## src/rtl/div8_seq.sv

```systemverilog
// ---------------------------------------------------------------------------
// div8_seq : sequential unsigned restoring divider, one quotient bit per clock
//
// A multi-cycle functional unit that sits beside the ALU. Operands are latched
// when a start is accepted. Results are held until the next operation
// completes.
//
// state | meaning
// ------+-----------------------------------------------------------------
// IDLE  | waiting for start; results of the last operation are held
// CALC  | iterating; one trial subtraction per edge, WIDTH edges in total
// DONE  | one cycle; done_o high, results valid; a start here is accepted
//
// Ports
//   clk_i         system clock, rising edge
//   rst_i         asynchronous, active-high reset
//   start_i       request; sampled only in IDLE or DONE
//   dividend_i    unsigned dividend, sampled on an accepted start
//   divisor_i     unsigned divisor, sampled on an accepted start
//   busy_o        high while iterating (CALC)
//   done_o        one-cycle pulse; quotient/remainder/dbz valid
//   dbz_o         divide-by-zero flag for the last operation
//   quotient_o    unsigned quotient (all ones on divide by zero)
//   remainder_o   unsigned remainder (dividend on divide by zero)
// ---------------------------------------------------------------------------
module div8_seq #(
    parameter int WIDTH = 8
) (
    input  logic             clk_i,
    input  logic             rst_i,
    input  logic             start_i,
    input  logic [WIDTH-1:0] dividend_i,
    input  logic [WIDTH-1:0] divisor_i,
    output logic             busy_o,
    output logic             done_o,
    output logic             dbz_o,
    output logic [WIDTH-1:0] quotient_o,
    output logic [WIDTH-1:0] remainder_o
);

    localparam logic [1:0] S_IDLE = 2'd0;
    localparam logic [1:0] S_CALC = 2'd1;
    localparam logic [1:0] S_DONE = 2'd2;

    localparam int             CW        = (WIDTH > 2) ? $clog2(WIDTH) : 1;
    localparam logic [CW-1:0]  LAST_ITER = CW'(WIDTH - 1);

    logic [1:0]       state_q,  state_d;
    logic [CW-1:0]    cnt_q,    cnt_d;
    logic [WIDTH-1:0] r_q,      r_d;
    logic [WIDTH-1:0] q_q,      q_d;
    logic [WIDTH-1:0] dvsr_q,   dvsr_d;
    logic [WIDTH-1:0] quot_q,   quot_d;
    logic [WIDTH-1:0] rem_q,    rem_d;
    logic             dbz_q,    dbz_d;

    logic             accept;
    logic [WIDTH:0]   trial_a;
    logic [WIDTH:0]   trial_b_n;
    logic [WIDTH+1:0] trial_sum;
    logic             carry;
    logic             borrow;
    logic [WIDTH-1:0] r_step;
    logic [WIDTH-1:0] q_step;

    // A start is only looked at when the unit is not iterating.
    assign accept = start_i && ((state_q == S_IDLE) || (state_q == S_DONE));

    // Trial subtraction {R, Q msb} - {0, divisor} as a + ~b + 1 on a
    // WIDTH+1 bit chain; the extra top bit of trial_sum is the carry-out.
    assign trial_a   = {r_q, q_q[WIDTH-1]};
    assign trial_b_n = ~{1'b0, dvsr_q};
    assign trial_sum = {1'b0, trial_a} + {1'b0, trial_b_n} + {{(WIDTH+1){1'b0}}, 1'b1};
    assign carry     = trial_sum[WIDTH+1];

    // Since R < divisor on entry, a successful subtraction always fits in
    // WIDTH bits. A set bit WIDTH would mean R overflowed, so treat it like
    // a borrow and keep the shifted partial remainder instead.
    assign borrow = ~carry | trial_sum[WIDTH];

    assign r_step = borrow ? trial_a[WIDTH-1:0] : trial_sum[WIDTH-1:0];
    assign q_step = {q_q[WIDTH-2:0], ~borrow};

    always_comb begin
        state_d = state_q;
        cnt_d   = cnt_q;
        r_d     = r_q;
        q_d     = q_q;
        dvsr_d  = dvsr_q;
        quot_d  = quot_q;
        rem_d   = rem_q;
        dbz_d   = dbz_q;

        case (state_q)
            S_IDLE, S_DONE: begin
                state_d = S_IDLE;
                if (accept) begin
                    if (divisor_i == '0) begin
                        // No iterations needed; results land on the next edge.
                        state_d = S_DONE;
                        quot_d  = '1;
                        rem_d   = dividend_i;
                        dbz_d   = 1'b1;
                    end else begin
                        state_d = S_CALC;
                        r_d     = '0;
                        q_d     = dividend_i;
                        dvsr_d  = divisor_i;
                        cnt_d   = '0;
                        dbz_d   = 1'b0;
                    end
                end
            end

            S_CALC: begin
                r_d   = r_step;
                q_d   = q_step;
                cnt_d = cnt_q + 1'b1;
                if (cnt_q == LAST_ITER) begin
                    state_d = S_DONE;
                    quot_d  = q_step;
                    rem_d   = r_step;
                end
            end

            default: begin
                state_d = S_IDLE;
            end
        endcase
    end

    always_ff @(posedge clk_i or posedge rst_i) begin
        if (rst_i) begin
            state_q <= S_IDLE;
            cnt_q   <= '0;
            r_q     <= '0;
            q_q     <= '0;
            dvsr_q  <= '0;
            quot_q  <= '0;
            rem_q   <= '0;
            dbz_q   <= 1'b0;
        end else begin
            state_q <= state_d;
            cnt_q   <= cnt_d;
            r_q     <= r_d;
            q_q     <= q_d;
            dvsr_q  <= dvsr_d;
            quot_q  <= quot_d;
            rem_q   <= rem_d;
            dbz_q   <= dbz_d;
        end
    end

    assign busy_o      = (state_q == S_CALC);
    assign done_o      = (state_q == S_DONE);
    assign dbz_o       = dbz_q;
    assign quotient_o  = quot_q;
    assign remainder_o = rem_q;

endmodule

```

## config.mk

```make
export PLATFORM = sky130hd
export DESIGN_NAME = div8_seq
export DESIGN_NICKNAME = d
export VERILOG_FILES = /design/src/rtl/div8_seq.sv
export SDC_FILE = /design/constraint.sdc
export NUM_CORES = 1
export LEC_CHECK = 0
export CORE_ASPECT_RATIO = 1.2
export CORE_MARGIN = 2
export CORE_UTILIZATION = 65
export CTS_CLUSTER_DIAMETER = 120
export DETAILED_ROUTE_END_ITERATION = 8
export DONT_BUFFER_PORTS = 1
export GPL_TIMING_DRIVEN = 0
export HOLD_SLACK_MARGIN = 0.08
export PLACE_DENSITY = 0.82
export REMOVE_ABC_BUFFERS = 1
export SYNTH_ARGS = -nofsm -noshare
export SYNTH_HDL_FRONTEND = slang
export SYNTH_SLANG_ARGS = --single-unit
export TNS_END_PERCENT = 5
```

## constraint.sdc

```tcl
create_clock -name clk_i -period 7.3 [get_ports clk_i]
set_input_delay 0.73 -clock clk_i [delete_from_list [all_inputs] [get_ports clk_i]]
set_output_delay 0.73 -clock clk_i [all_outputs]
set_load 0.01 [all_outputs]
```

After elaboration in Yosys (flattened, before gate mapping)
Index checks and enable logic that the tools add are counted.
{"block": "word_totals", "reg_bits": 46, "latch_bits": 0, "mem_bits_rw": 0, "romBits": 0, "in_bits": 19, "out_inout_bits": 19, "elab_cells": 56, "mem_count": 0}
{"block": "classes", "addsub": 3, "n_mul": 0, "n_div": 0, "magnitude_cmp": 0, "n_eq_ne": 7, "shifts": 0, "mux": 23, "bitwise_logic": 5, "n_reduce_logical": 10}
{"cell": "two-way mux 8 bit", "n": 11}
{"cell": "case mux 8 bit (2 select lines)", "n": 4}
{"cell": "adder 10 x 1 -> 10 bit, second input constant", "n": 1}
{"cell": "adder 9 x 9 -> 10 bit", "n": 1}
{"cell": "inverter 8 -> 9 bit", "n": 1}
{"cell": "zero test 8 bit", "n": 1}
{"cell": "two-way mux 2 bit", "n": 3}
{"cell": "two-way mux 3 bit", "n": 2}
{"cell": "!= test 2 bit, second input constant", "n": 3}
{"cell": "case mux 3 bit (2 select lines)", "n": 1}
{"cell": "AND reduction 3 bit", "n": 2}
{"cell": "case mux 2 bit (2 select lines)", "n": 1}
{"cell": "AND reduction 4 bit", "n": 1}
{"cell": "adder 3 x 1 -> 3 bit, second input constant", "n": 1}
{"cell": "== test 3 bit, second input constant", "n": 1}
{"cell": "inverter 1 bit", "n": 3}
{"cell": "== test 2 x 1 -> 1 bit, second input constant", "n": 1}
{"cell": "== test 2 bit, second input constant", "n": 1}
{"cell": "zero test 2 bit", "n": 1}
{"cell": "!= test 2 x 1 -> 1 bit, second input constant", "n": 1}
{"cell": "AND reduction 2 bit", "n": 1}
{"cell": "nonzero test 2 bit", "n": 1}
{"cell": "OR reduction 2 bit", "n": 1}
{"cell": "logical AND 1 bit", "n": 1}
{"cell": "3 further kinds", "n": 3}

Depth between registers and ports, before layout
Gate-level depths: netlist (run 1).
{"block": "logic_depth", "ltp_word": 8, "mapped_depth": 10, "depth_no_buf": 10}

Worst setup path after synthesis (run 1)
No wires, ideal clock.
{"block": "synth_path", "kind": "reg-to-reg", "startpoint": "reg q_q[7]", "endpoint": "reg rem_q[0] (netlist: remainder_o[0])", "setup_ns": 0.082, "arrival_ns": 2.632, "required_time_ns": 7.218, "slack_ns": 4.586, "stages_incl_launch_ff": 11, "n_path_buf": 0, "period_less_slack_ns": 2.714, "path_cell_list": "dfrtp_1 inv_1 ha_1 inv_1 fa_1 a211oi_2 nor2_1 o311a_4 a211oi_4 mux2_2 o22ai_1"}
{"block": "synth_via", "elab_chain_len": 7}
{"item": "start, declared", "line_no": "51", "text": "logic [WIDTH-1:0] q_q, q_d;"}
{"item": "start signal, assigned", "line_no": "146", "text": "q_q <= q_d;"}
{"item": "adder 9 x 9 -> 10 bit", "line_no": "73", "text": "assign trial_sum = {1'b0, trial_a} + {1'b0, trial_b_n} + {{(WIDTH+1){1'b0}}, 1'b1};"}
{"item": "adder 10 x 1 -> 10 bit", "line_no": "73"}
{"item": "inverter 1 bit", "line_no": "79", "text": "assign borrow = ~carry | trial_sum[WIDTH];"}
{"item": "bitwise OR 1 bit", "line_no": "79"}
{"item": "two-way mux 8 bit (*)", "line_no": "81", "text": "assign r_step = borrow ? trial_a[WIDTH-1:0] : trial_sum[WIDTH-1:0];"}
{"item": "two-way mux 8 bit (*)", "line_no": "119", "text": "if (cnt_q == LAST_ITER) begin"}
{"item": "case mux 8 bit (2 select lines) (*)", "line_no": "94", "text": "case (state_q)"}
{"item": "end signal, assigned", "line_no": "149", "text": "rem_q <= rem_d;"}
{"item": "end, declared", "line_no": "54", "text": "logic [WIDTH-1:0] rem_q, rem_d;"}
Every way passes the cells marked *; elsewhere a longest branch is shown, timed or not. The select of a mux whose other input is x is not followed.
A chain may end at the register's enable or synchronous reset.

Worst setup path in the final report (run 1)
{"block": "layout_path", "startpoint": "reg state_q[1]", "endpoint": "reg rem_q[2] (netlist: remainder_o[2])"}
{"block": "layout_via", "word_cells_on_any_way": 12, "classes_between": "eq/ne: 5; mux: 1; reduce/logical: 6"}
{"item": "start, declared", "line_no": "48", "text": "logic [1:0] state_q, state_d;"}
{"item": "start signal, assigned", "line_no": "143", "text": "state_q <= state_d;"}
{"item": "== test 2 x 1 -> 1 bit (*)"}
{"item": "net busy_o", "line_no": "34", "text": "output logic busy_o,"}
{"item": "!= test 2 x 1 -> 1 bit (no line) or nonzero test 2 bit (tied branches)"}
{"item": "AND reduction 4 bit (no line)"}
Mark *: on every way through the listed nets, which the timed path passes. The rest lies on a longest branch.

==> results of run 1 <==
final timing paths:
kind / start / end / slack [ns] / cells past startpoint
setup / recovery: state_q[1] / remainder_o[2] / 4.19 / 7
hold / removal: rst_i / quotient_o[7] / 0.32 / 1
setup reg to reg: state_q[1] / remainder_o[2] / 4.19 / 7
hold reg to reg: q_q[6] / q_q[7] / 0.51 / 2
max in group asynchronous: rst_i / dvsr_q[1] / 6.48 / 2
min in group clk_i: q_q[6] / q_q[7] / 0.51 / 2
cell type report:
cell class / count / area (µm²)
sequential: 46 / 1151
multi-input combinational: 170 / 1140
clock inverter: 2 / 60.06
fill: 261 / 1011
inverter: 14 / 60.06
clock buffer: 6 / 82.58
tap: 39 / 48.80
timing repair buffer: 1 / 20.02
worst register-to-register path: stages, from the launching register on:
cell and delay, ns:
dfrtp_1 0.39, nand2b_1 0.48, inv_1 0.69, nand2_1 0.51, and2_1 0.41, inv_8 0.17
nand2_1 0.07, o32a_1 0.27
synthesized netlist by cell type, drive strengths merged, types with 2 or more instances:
library cell	instances
nand2b	4
xnor2	2
a21oi	11
o211ai	2
dfrtp	46
buf	3
nor2b	2
inv	14
nand2	37
nand3	2
mux2	2
nor2	16
ha	10
xor2	3
a21o	4
clkbuf	6
mux2i	14
o22a	7
o22ai	7
o21ai	26
a211oi	4
or4	2
registers in the layout, indices dropped and copies added, names as in the netlist:
name	cells
dbz_o	1
state_q	2
cnt_q	3
quotient_o	8
q_q	8
dvsr_q	8
r_q	8
remainder_o	8
routing by layer:
layer,part of all wire,routed length [µm]
met5,0,0
met1,0.41,2019
met2,0.52,2542
met4,0.013,63
met3,0.062,308
where the power goes:
part,leakage [nW],internal (mW),total [mW],switching (mW)
Combinational,0.487,0.290,0.688,0.398
Sequential,0.558,0.375,0.476,0.101
Clock,0.0714,0.146,0.229,0.0835
Total,1.12,0.811,1.39,0.583
cell families after synthesis:
logic type | count (synthesis) | synth area share
simple gates | 70 | 0.1328
flops | 46 | 0.4812
xor+xnor | 5 | 0.01831
buf+inv | 23 | 0.04341
mux | 16 | 0.06799
fa+ha+maj | 11 | 0.06067
compound gates | 68 | 0.1956
==> metrics.md, run 1 <==
| Metric | Value |
|---|---|
| Outcome | `completed` |
| Placed insts | `270` |
| Post-synth top flop | `dfrtp_1` |
| Core area | `0.003573 mm²` |
| Cell count after synthesis | `239` |
| Die H | `70.46 µm` |
| Most frequent cells in the layout | `dfrtp_1 (46), nand2_1 (36), o21ai_0 (26)` |
| Synthesized cell area | `0.002392 mm²` |
| CTS Root Cell | `clkbuf_8` |
| Max Root-Sink Buffers | `2` |
| Data required, critical path | `~7.5 ns` |
| Worst setup SP type | `flop` |
| Final core occ | `0.7171` |
| Crit end category | `flop` |
| Max H-tree Level | `2` |
| Die X | `59.38 µm` |
| Final WS setup | `4.192 ns` |
| Cell mode on critical path | `nand2_1` |
| Placer Congestion | `about 0.75` |
| Commonest non-fill, non-tap cell in the layout | `dfrtp_1` |
| Initial antenna violation count | `0` |
| Fmax achieved | `321.8 MHz` |
| GRT Max-Usage Layer | `met2` |
| RSZ-0062 raised after global routing | `false` |
| CTS Hold Buffers Added | `0` |
| Post-CTS sizing | `0` |
| Synth-to-Final Area Change | `7.113%` |
| Clock sink total | `46` |
| Clk slew on worst S/H paths | `0.08 ns` |
| Setup TNS Final | `0 ns` |
| GR Layer Usage met3 | `0.06296` |
| Slew @ Worst Pin | `0.9831 ns` |
| Met2 GRT Util | `0.4396` |
| Crit-path cells | `nand2b_1, inv_1, nand2_1, and2_1, inv_8, nand2_1, o32a_1` |
| Total Routed Length | `4.934 mm` |
| Final Hold Vio Count | `0` |
| Syn. warnings | `0` |
| Crit path DAT | `3.29 ns` |
| Share of the clock period used by the worst path | `0.4258` |
| Max stage delay on crit path | `0.68 ns` |
| Lkg Pwr | `roughly 1.1 nW` |
| # port buffers | `0` |
| Sequential area share after synthesis | `0.4812` |
| Final min period | `roughly 3.1 ns` |
| Dpl hpwl | `3.492 mm` |
| Die area | `0.004184 mm²` |
| Final Max Tran Viols | `0` |
| Antenna viol nets, final | `0` |
| CTS tree | `yes` |
| Vias in the first global route | `1914` |
| Met1 usage | `0.3379` |
| Total CTS buffers | `5` |
| Worst-Skew Late Latency | `0.29 ns` |
| Initial drt markers | `70` |
| Worst hold path type | `input pin to async pin` |
| Cell family with most CP delay | `simple AND/OR/NAND/NOR gates` |
| Post-CTS Setup Inserts | `0` |
| Ant diodes | `0` |
| Max_cap viols | `0` |
| Post-synth EDFFs | `0` |
| Post-DP Area | `approximately 0.0024 mm²` |
| Layout cells sized above 1 | `0.1088` |
| DR DRC count | `0` |
| Initial Utilization | `0.6695` |
| Drt pass-1 iters | `4` |
| Setup Skew | `0.004506 ns` |
| Drt via density | `6.299` |
| WL per Instance | `17.75 µm` |
| Bufs and invs on worst path | `2` |
| Num rows | `24` |
| CP max stage cell | `inv_1` |
| Netlist cell types | `between 40 and 50` |
| Top cells by area, synth | `dfrtp_1 (48%), mux2i_1 (5.9%), nand2_1 (5.6%), o21ai_0 (5.4%), ha_1 (5.2%)` |
| Tot Pwr | `~1.4 mW` |
| Endpoints failing setup | `0` |
| Slew HR | `0.3439` |
| Async SR Flop Fraction | `1.000` |
| Global route total overflow | `0` |
| Fin Hold WS | `0.3234 ns` |
| Tot GR Track Use | `0.2675` |
| Post-synth top area share | `0.4812` |
| Via count | `1751` |
| WS Path Type | `flop to flop` |
| Syn Area/Cell | `approximately 10 µm²` |
| Non-filler cells in the finished layout | `278` |
| Placement Setup Slack | `between 4 and 5 ns` |
| Largest net degree at the start of global routing | `26` |
| P per Cell Area | `between 500 and 600 mW/mm²` |
| Nets | `between 200 and 300` |
| IO Count | `38` |
| Area leader, netlist | `dfrtp_1` |
| First-pass GRT wire length | `8.528 mm` |
| Critical-path maximum fanout | `23` |
| VDD IR max | `between 0.2 and 0.3 mV` |
| #FFs+latches synth | `46` |
| Post-route cell area | `between 0.002 and 0.003 mm²` |
Note: power is estimated with default switching activity, not from simulation.
==> inputs of run 2 (changes only) <==
Settings changed: ABC_AREA set to 1, CORE_UTILIZATION 65 to 57, PLACE_DENSITY 0.82 to 0.76.
Clock period 7.3 ns to 2.6 ns, I/O delays scaled along.
==> run 2 against run 1 <==
- fmax increased by 35%
- critical path type unchanged
- routed wire length increased by 6.6%
- via count increased by 16%
- clock skew about the same
- critical endpoint is now remainder_o[7]
- clock power increased by 95%
- largest power group unchanged
- worst setup slack got worse by 3.9 ns
==> metrics.md, run 2 <==
| Metric | Value |
|---|---|
| Via count | `2036` |
| Fmax achieved | `434.3 MHz` |
| Final Hold Vio Count | `0` |
| Most numerous cell in the Yosys netlist | `nand2_1` |
| Final min period | `2.303 ns` |
| Initial antenna violation count | `0` |
| Clk slew on worst S/H paths | `0.08 ns` |
| Post-CTS Setup Inserts | `0` |
| Tot GR Track Use | `0.2376` |
| Max Root-Sink Buffers | `2` |
| #FFs+latches synth | `46` |
| Tot Pwr | `3.681 mW` |
| Worst-Skew Late Latency | `0.29 ns` |
| Die H | `76.26 µm` |
| Crit-path cells | `inv_1, nor2_4, nand2_1, nand2_2, inv_1, a21oi_1, nand3_1, nand2_1, inv_1` |
| Critical path depth | `9` |
| Post-synth top flop | `dfrtp_1` |
| Lkg Pwr | `1.375 nW` |
| Syn. warnings | `0` |
| P per Cell Area | `1390 mW/mm²` |
| Most frequent cells in the layout | `nand2_1 (72), inv_1 (47), dfrtp_1 (46)` |
| Commonest non-fill, non-tap cell in the layout | `nand2_1` |
| Crit path DAT | `2.50 ns` |
| Antenna viol nets, final | `0` |
| Post-synth top area share | `0.4642` |
| Total Routed Length | `between 5 and 6 mm` |
| Non-filler cells in the finished layout | `375` |
| Ant diodes | `0` |
| RSZ-0062 raised after global routing | `false` |
| Setup TNS Final | `0 ns` |
| Crit end category | `flop` |
| Worst setup SP type | `flop` |
| Final Max Tran Viols | `0` |
| Async SR Flop Fraction | `1.000` |
| Drt via density | `5.429` |
| VDD IR max | `between 0.6 and 0.7 mV` |
| IO Count | `38` |
| Cell family with most CP delay | `simple AND/OR/NAND/NOR gates` |
| Vias in the first global route | `2023` |
| Dpl hpwl | `3.957 mm` |
| Die area | `0.004896 mm²` |
| DR DRC count | `0` |
| Max H-tree Level | `2` |
| Drt pass-1 iters | `4` |
| Endpoints failing setup | `0` |
| Nets | `348` |
| Clock sink total | `between 40 and 50` |
| Max_cap viols | `0` |
| Largest net degree at the start of global routing | `34` |
| Cell count after synthesis | `316` |
| Worst hold path type | `input pin to flop` |
| Total CTS buffers | `5` |
| WS Path Type | `flop to flop` |
| First-pass GRT wire length | `9.239 mm` |
| Bufs and invs on worst path | `3` |
| Post-synth EDFFs | `0` |
| Top cells by count, synth | `nand2_1 (72), inv_1 (48), dfrtp_1 (46), nand3_1 (43), nor2_1 (31)` |
| Layout cells sized above 1 | `0.07524` |
| Outcome | `completed` |
| R2r worst-path depth | `9` |
| Core area | `0.004229 mm²` |
| Placer Congestion | `0.8247` |
| Slew @ Worst Pin | `0.8701 ns` |
| # port buffers | `0` |
| Area leader, netlist | `dfrtp_1` |
| Hold depth | `2` |
| CP max stage cell | `nor2_4` |
| Synthesized cell area | `0.002480 mm²` |
| Syn Area/Cell | `between 7 and 8 µm²` |
| Placement Setup Slack | `-0.2358 ns` |
| Critical-path maximum fanout | `28` |
| Netlist cell types | `26` |
| CTS tree | `yes` |
| Die X | `about 64 µm` |
| Global route total overflow | `0` |
| Initial drt markers | `between 80 and 90` |
| WL per Instance | `14.03 µm` |
| Placed insts | `approximately 370` |
| CTS Root Cell | `clkbuf_8` |
| Share of the clock period used by the worst path | `0.8856` |
| Synth-to-Final Area Change | `6.761%` |
| Data required, critical path | `between 2 and 3 ns` |
| Cell mode on critical path | `inv_1` |
| Top cells by area, synth | `dfrtp_1 (46%), nand2_1 (11%), nand3_1 (8.7%), inv_1 (7.3%), ha_1 (5.0%)` |
| Setup Skew | `approximately 0.0047 ns` |
| Slew HR | `0.4178` |
| Initial Utilization | `0.5864` |
| Max stage delay on crit path | `0.52 ns` |
| Num rows | `26` |
| Sequential area share after synthesis | `0.4642` |
| Final WS setup | `about 0.30 ns` |
-- run 2: changes by cell type in the layout (fill, tap and decap cells not counted), moves of 6 or more --
| cell | previous run | this run |
|---|---|---|
| inv_1 | 12 | 47 |
| mux2i_1 | 14 | 0 |
| nand2_1 | 36 | 72 |
| nand3_1 | 2 | 43 |
| nor2_1 | 15 | 30 |
| o21ai_0 | 26 | 15 |
| o22a_1 | 7 | 0 |
| o22ai_1 | 7 | 1 |
| or2_2 | 0 | 8 |
-- run 2: final cells by class --
cell class                      instances  area, µm²
Fill cell                             383       1582
Sequential cell                        46       1151
Multi-Input combinational cell        215       1125
Inverter                               48      180.2
Clock buffer                            7      86.33
Tap cell                               56      70.07
Timing Repair Buffer                    2      30.03
Clock inverter                          1      5.005
-- run 2: timing repair --
item / 4_1_cts / 5_1_grt
hold buffers: 1 / 0
resized for setup: 1 / 1
endpoints found under the setup margin: 12 / 3
hold endpoints to repair: 13 / 0
-- run 2: per-layer routing --
layer | vias to the layer above | routed length, µm | part of all wire | global-route usage
li1 | 1009 | - | - | -
met1 | 970 | 2274 | 0.43 | 0.3165
met2 | 50 | 2707 | 0.51 | 0.4010
met3 | 7 | 229 | 0.044 | 0.04284
met4 | 0 | 49 | 0.0093 | 0.05957
met5 | - | 0 | 0 | 0
-- run 2: final timing paths --
kind	startpoint	end	slack, ns
min	divisor_i[1]	dvsr_q[1]	0.08
min reg2reg	cnt_q[0]	cnt_q[0]	0.51
max	state_q[0]	remainder_o[7]	0.30
min in group asynchronous	rst_i	r_q[0]	0.37
max reg2reg	state_q[0]	remainder_o[7]	0.30
max in group asynchronous	rst_i	state_q[0]	1.75
-- run 2: per-stage QoR --
| step | util | hold slack [ns] | area, µm² |
|---|---|---|---|
| global placement | 0.5956 | 0.3839 | 2519 |
| global route | 0.6260 | 0.08871 | 2648 |
| floorplan | - | 0.3810 | 2449 |
| detailed placement | 0.6003 | 0.1262 | 2539 |
| finish | 0.6260 | 0.08289 | 2648 |
| CTS | 0.6249 | 0.08311 | 2643 |
-- run 2: cells by family (layout without fill, tap and decap cells) --
| logic type | after synthesis | in the layout | share of synthesized area |
|---|---|---|---|
| compound gates | 39 | 39 | 0.09082 |
| xor+xnor | 3 | 3 | 0.01060 |
| fa+ha+maj | 11 | 11 | 0.05853 |
| buf+inv | 55 | 58 | 0.08527 |
| flops | 46 | 46 | 0.4642 |
| mux | 1 | 1 | 0.004541 |
| simple gates | 161 | 161 | 0.2861 |
-- run 2: power by group --
part | leakage [nW] | switching, mW | internal (mW)
Combinational | 0.777 | 1.25 | 0.707
Clock | 0.0482 | 0.232 | 0.215
Sequential | 0.549 | 0.237 | 1.04
==> inputs of run 3 (changes only) <==
Settings changed: CORE_ASPECT_RATIO 1.2 to 2.
==> run 3 against run 2 <==
- global-route usage grew 1.0 points
- sequential power is essentially flat
- critical endpoint is now q_q[7]
- largest cell class unchanged
- routed wire length grew 1.3%
- fmax shrank 0.94%
- critical path depth shrank 3
- clock skew grew 0.0048 ns
- sequential cell count is the same
- final cell count grew 0.80%
- highest routed layer unchanged
- first-iteration DRC count shrank 28%
- power grew 3.6%
==> metrics.md, run 3 (synthesized netlist as in run 2, its figures left out) <==
| Metric | Value |
|---|---|
| First-pass GRT wire length | `9.328 mm` |
| RSZ-0062 raised after global routing | `false` |
| Layout cells sized above 1 | `0.07716` |
| Setup Skew | `0.009537 ns` |
| Die H | `between 90 and 100 µm` |
| Global route total overflow | `0` |
| Drt via density | `5.418` |
| DR DRC count | `0` |
| Antenna viol nets, final | `0` |
| Worst Min Path Start | `divisor_i[3]` |
| R2r worst-path depth | `6` |
| Outcome | `completed` |
| Fmax achieved | `430.2 MHz` |
| Final core occ | `0.6385` |
| IO Count | `38` |
| CTS Root Cell | `clkbuf_8` |
| Clk slew on worst S/H paths | `0.09 ns` |
| Post-CTS Setup Inserts | `0` |
| WS Path Type | `flop to flop` |
| Data required, critical path | `between 2 and 3 ns` |
| Worst setup SP type | `flop` |
| Crit path DAT | `around 2.5 ns` |
| Initial drt markers | `63` |
| WL per Instance | `around 14 µm` |
| Largest net degree at the start of global routing | `37` |
| Max_cap viols | `0` |
| Reg2Reg Setup Slack | `between 0.2 and 0.3 ns` |
| Slew @ Worst Pin | `0.8633 ns` |
| Initial antenna violation count | `0` |
| Setup TNS Final | `0 ns` |
| Drt pass-1 iters | `4` |
| Slew HR | `0.4224` |
| Worst hold endpoint | `dvsr_q[3]` |
| Core area | `0.004254 mm²` |
| Vias in the first global route | `~2100` |
| Via count | `2048` |
| Ant diodes | `0` |
| Worst hold path type | `input pin to flop` |
| Lkg Pwr | `1.403 nW` |
| Die area | `0.004926 mm²` |
| Initial Utilization | `0.5829` |
| Dpl hpwl | `about 3.9 mm` |
| Placer Congestion | `0.8496` |
| Commonest non-fill, non-tap cell in the layout | `nand2_1` |
| CTS tree | `yes` |
| Nets | `353` |
| Tot GR Track Use | `0.2478` |
| Crit end category | `flop` |
| Num rows | `34` |
| Endpoints failing setup | `0` |
| Clock sink total | `46` |
| Final Hold Vio Count | `0` |
| Total CTS buffers | `5` |
| Tot Pwr | `3.812 mW` |
| Worst r2r src | `state_q[0]` |
| Worst r2r dst | `q_q[7]` |
| Share of the clock period used by the worst path | `0.8941` |
| Max H-tree Level | `2` |
| Most frequent cells in the layout | `nand2_1 (72), inv_1 (47), dfrtp_1 (46)` |
| Synth-to-Final Area Change | `9.536%` |
| # port buffers | `0` |
| P per Cell Area | `1403 mW/mm²` |
| Total Routed Length | `5.331 mm` |
| Die X | `50.64 µm` |
| Max Root-Sink Buffers | `2` |
| Hold depth | `2` |
| VDD IR max | `0.8504 mV` |
| Final Max Tran Viols | `0` |
| Critical-path maximum fanout | `22` |
| Worst-Skew Late Latency | `~0.31 ns` |
| Final min period | `2.325 ns` |
## run 3: cell types whose count changed in the layout (fill, tap and decap cells not counted), sizes merged
cell	change
clkinv	-1
inv	+1
bufinv	+1
dlygate4sd3	+5
clkinvlp	+1
clkbuf	-2
## run 3: area by class of cell
type                       instances  area [µm²]
tap                               54       67.56
fill                             371        1538
clock inverter                     3       48.80
multi-input combinational        215        1120
sequential                        46        1151
clock buffer                       5       68.82
inverter                          48       180.2
timing repair buffer               7       80.08
## run 3: metal layers
metal / global-route usage / wire length [µm] / share of wire / vias to the layer above
li1: - / - / - / 1029
met1: 0.3171 / 2195 / 0.41 / 962
met2: 0.4038 / 2803 / 0.53 / 45
met3: 0.04769 / 206 / 0.039 / 12
met4: 0.1019 / 125 / 0.023 / 0
met5: 0 / 0 / 0 / -
## run 3: through the flow
step                      area [µm²]  std cells  hold WS (ns)  setup WS [ns]
after floorplan                 2449        309        0.3810         0.5533
after global placement          2516        363        0.3868        -0.1469
after detailed placement        2536        364       0.08940        -0.1987
after CTS                       2716        378       0.08029         0.2599
after global routing            2716        378       0.08348        0.03691
final                           2716        378       0.08245         0.2754
## run 3: how the worst max path moves through the flow
stage	startpoint	slack, ns	to
after CTS	state_q[0]	0.26	q_q[7]
after detailed placement	state_q[0]	-0.20	q_q[7]
after global placement	state_q[0]	-0.15	q_q[7]
after floorplan	state_q[0]	0.55	q_q[5]
final	state_q[0]	0.28	q_q[7]
after global routing	state_q[0]	0.04	q_q[7]
## run 3: repair_timing
item	in CTS	in global routing
gates resized for setup	1	0
hold buffers	6	0
setup endpoints to repair	8	0
hold endpoints to repair	51	0
## run 3: power breakdown
| group | switching (mW) | internal (mW) | total (mW) |
|---|---|---|---|
| Sequential | 0.244 | 1.04 | 1.28 |
| Clock | 0.272 | 0.293 | 0.565 |
| Combinational | 1.26 | 0.709 | 1.97 |
## run 3: worst max-delay path, stage by stage (launching register included)
cell	delay (ns)
dfrtp_1	0.39
inv_1	0.13
nand2_1	0.12
nor2_2	0.65
nor2_1	0.41
inv_1	0.34
o221ai_1	0.16
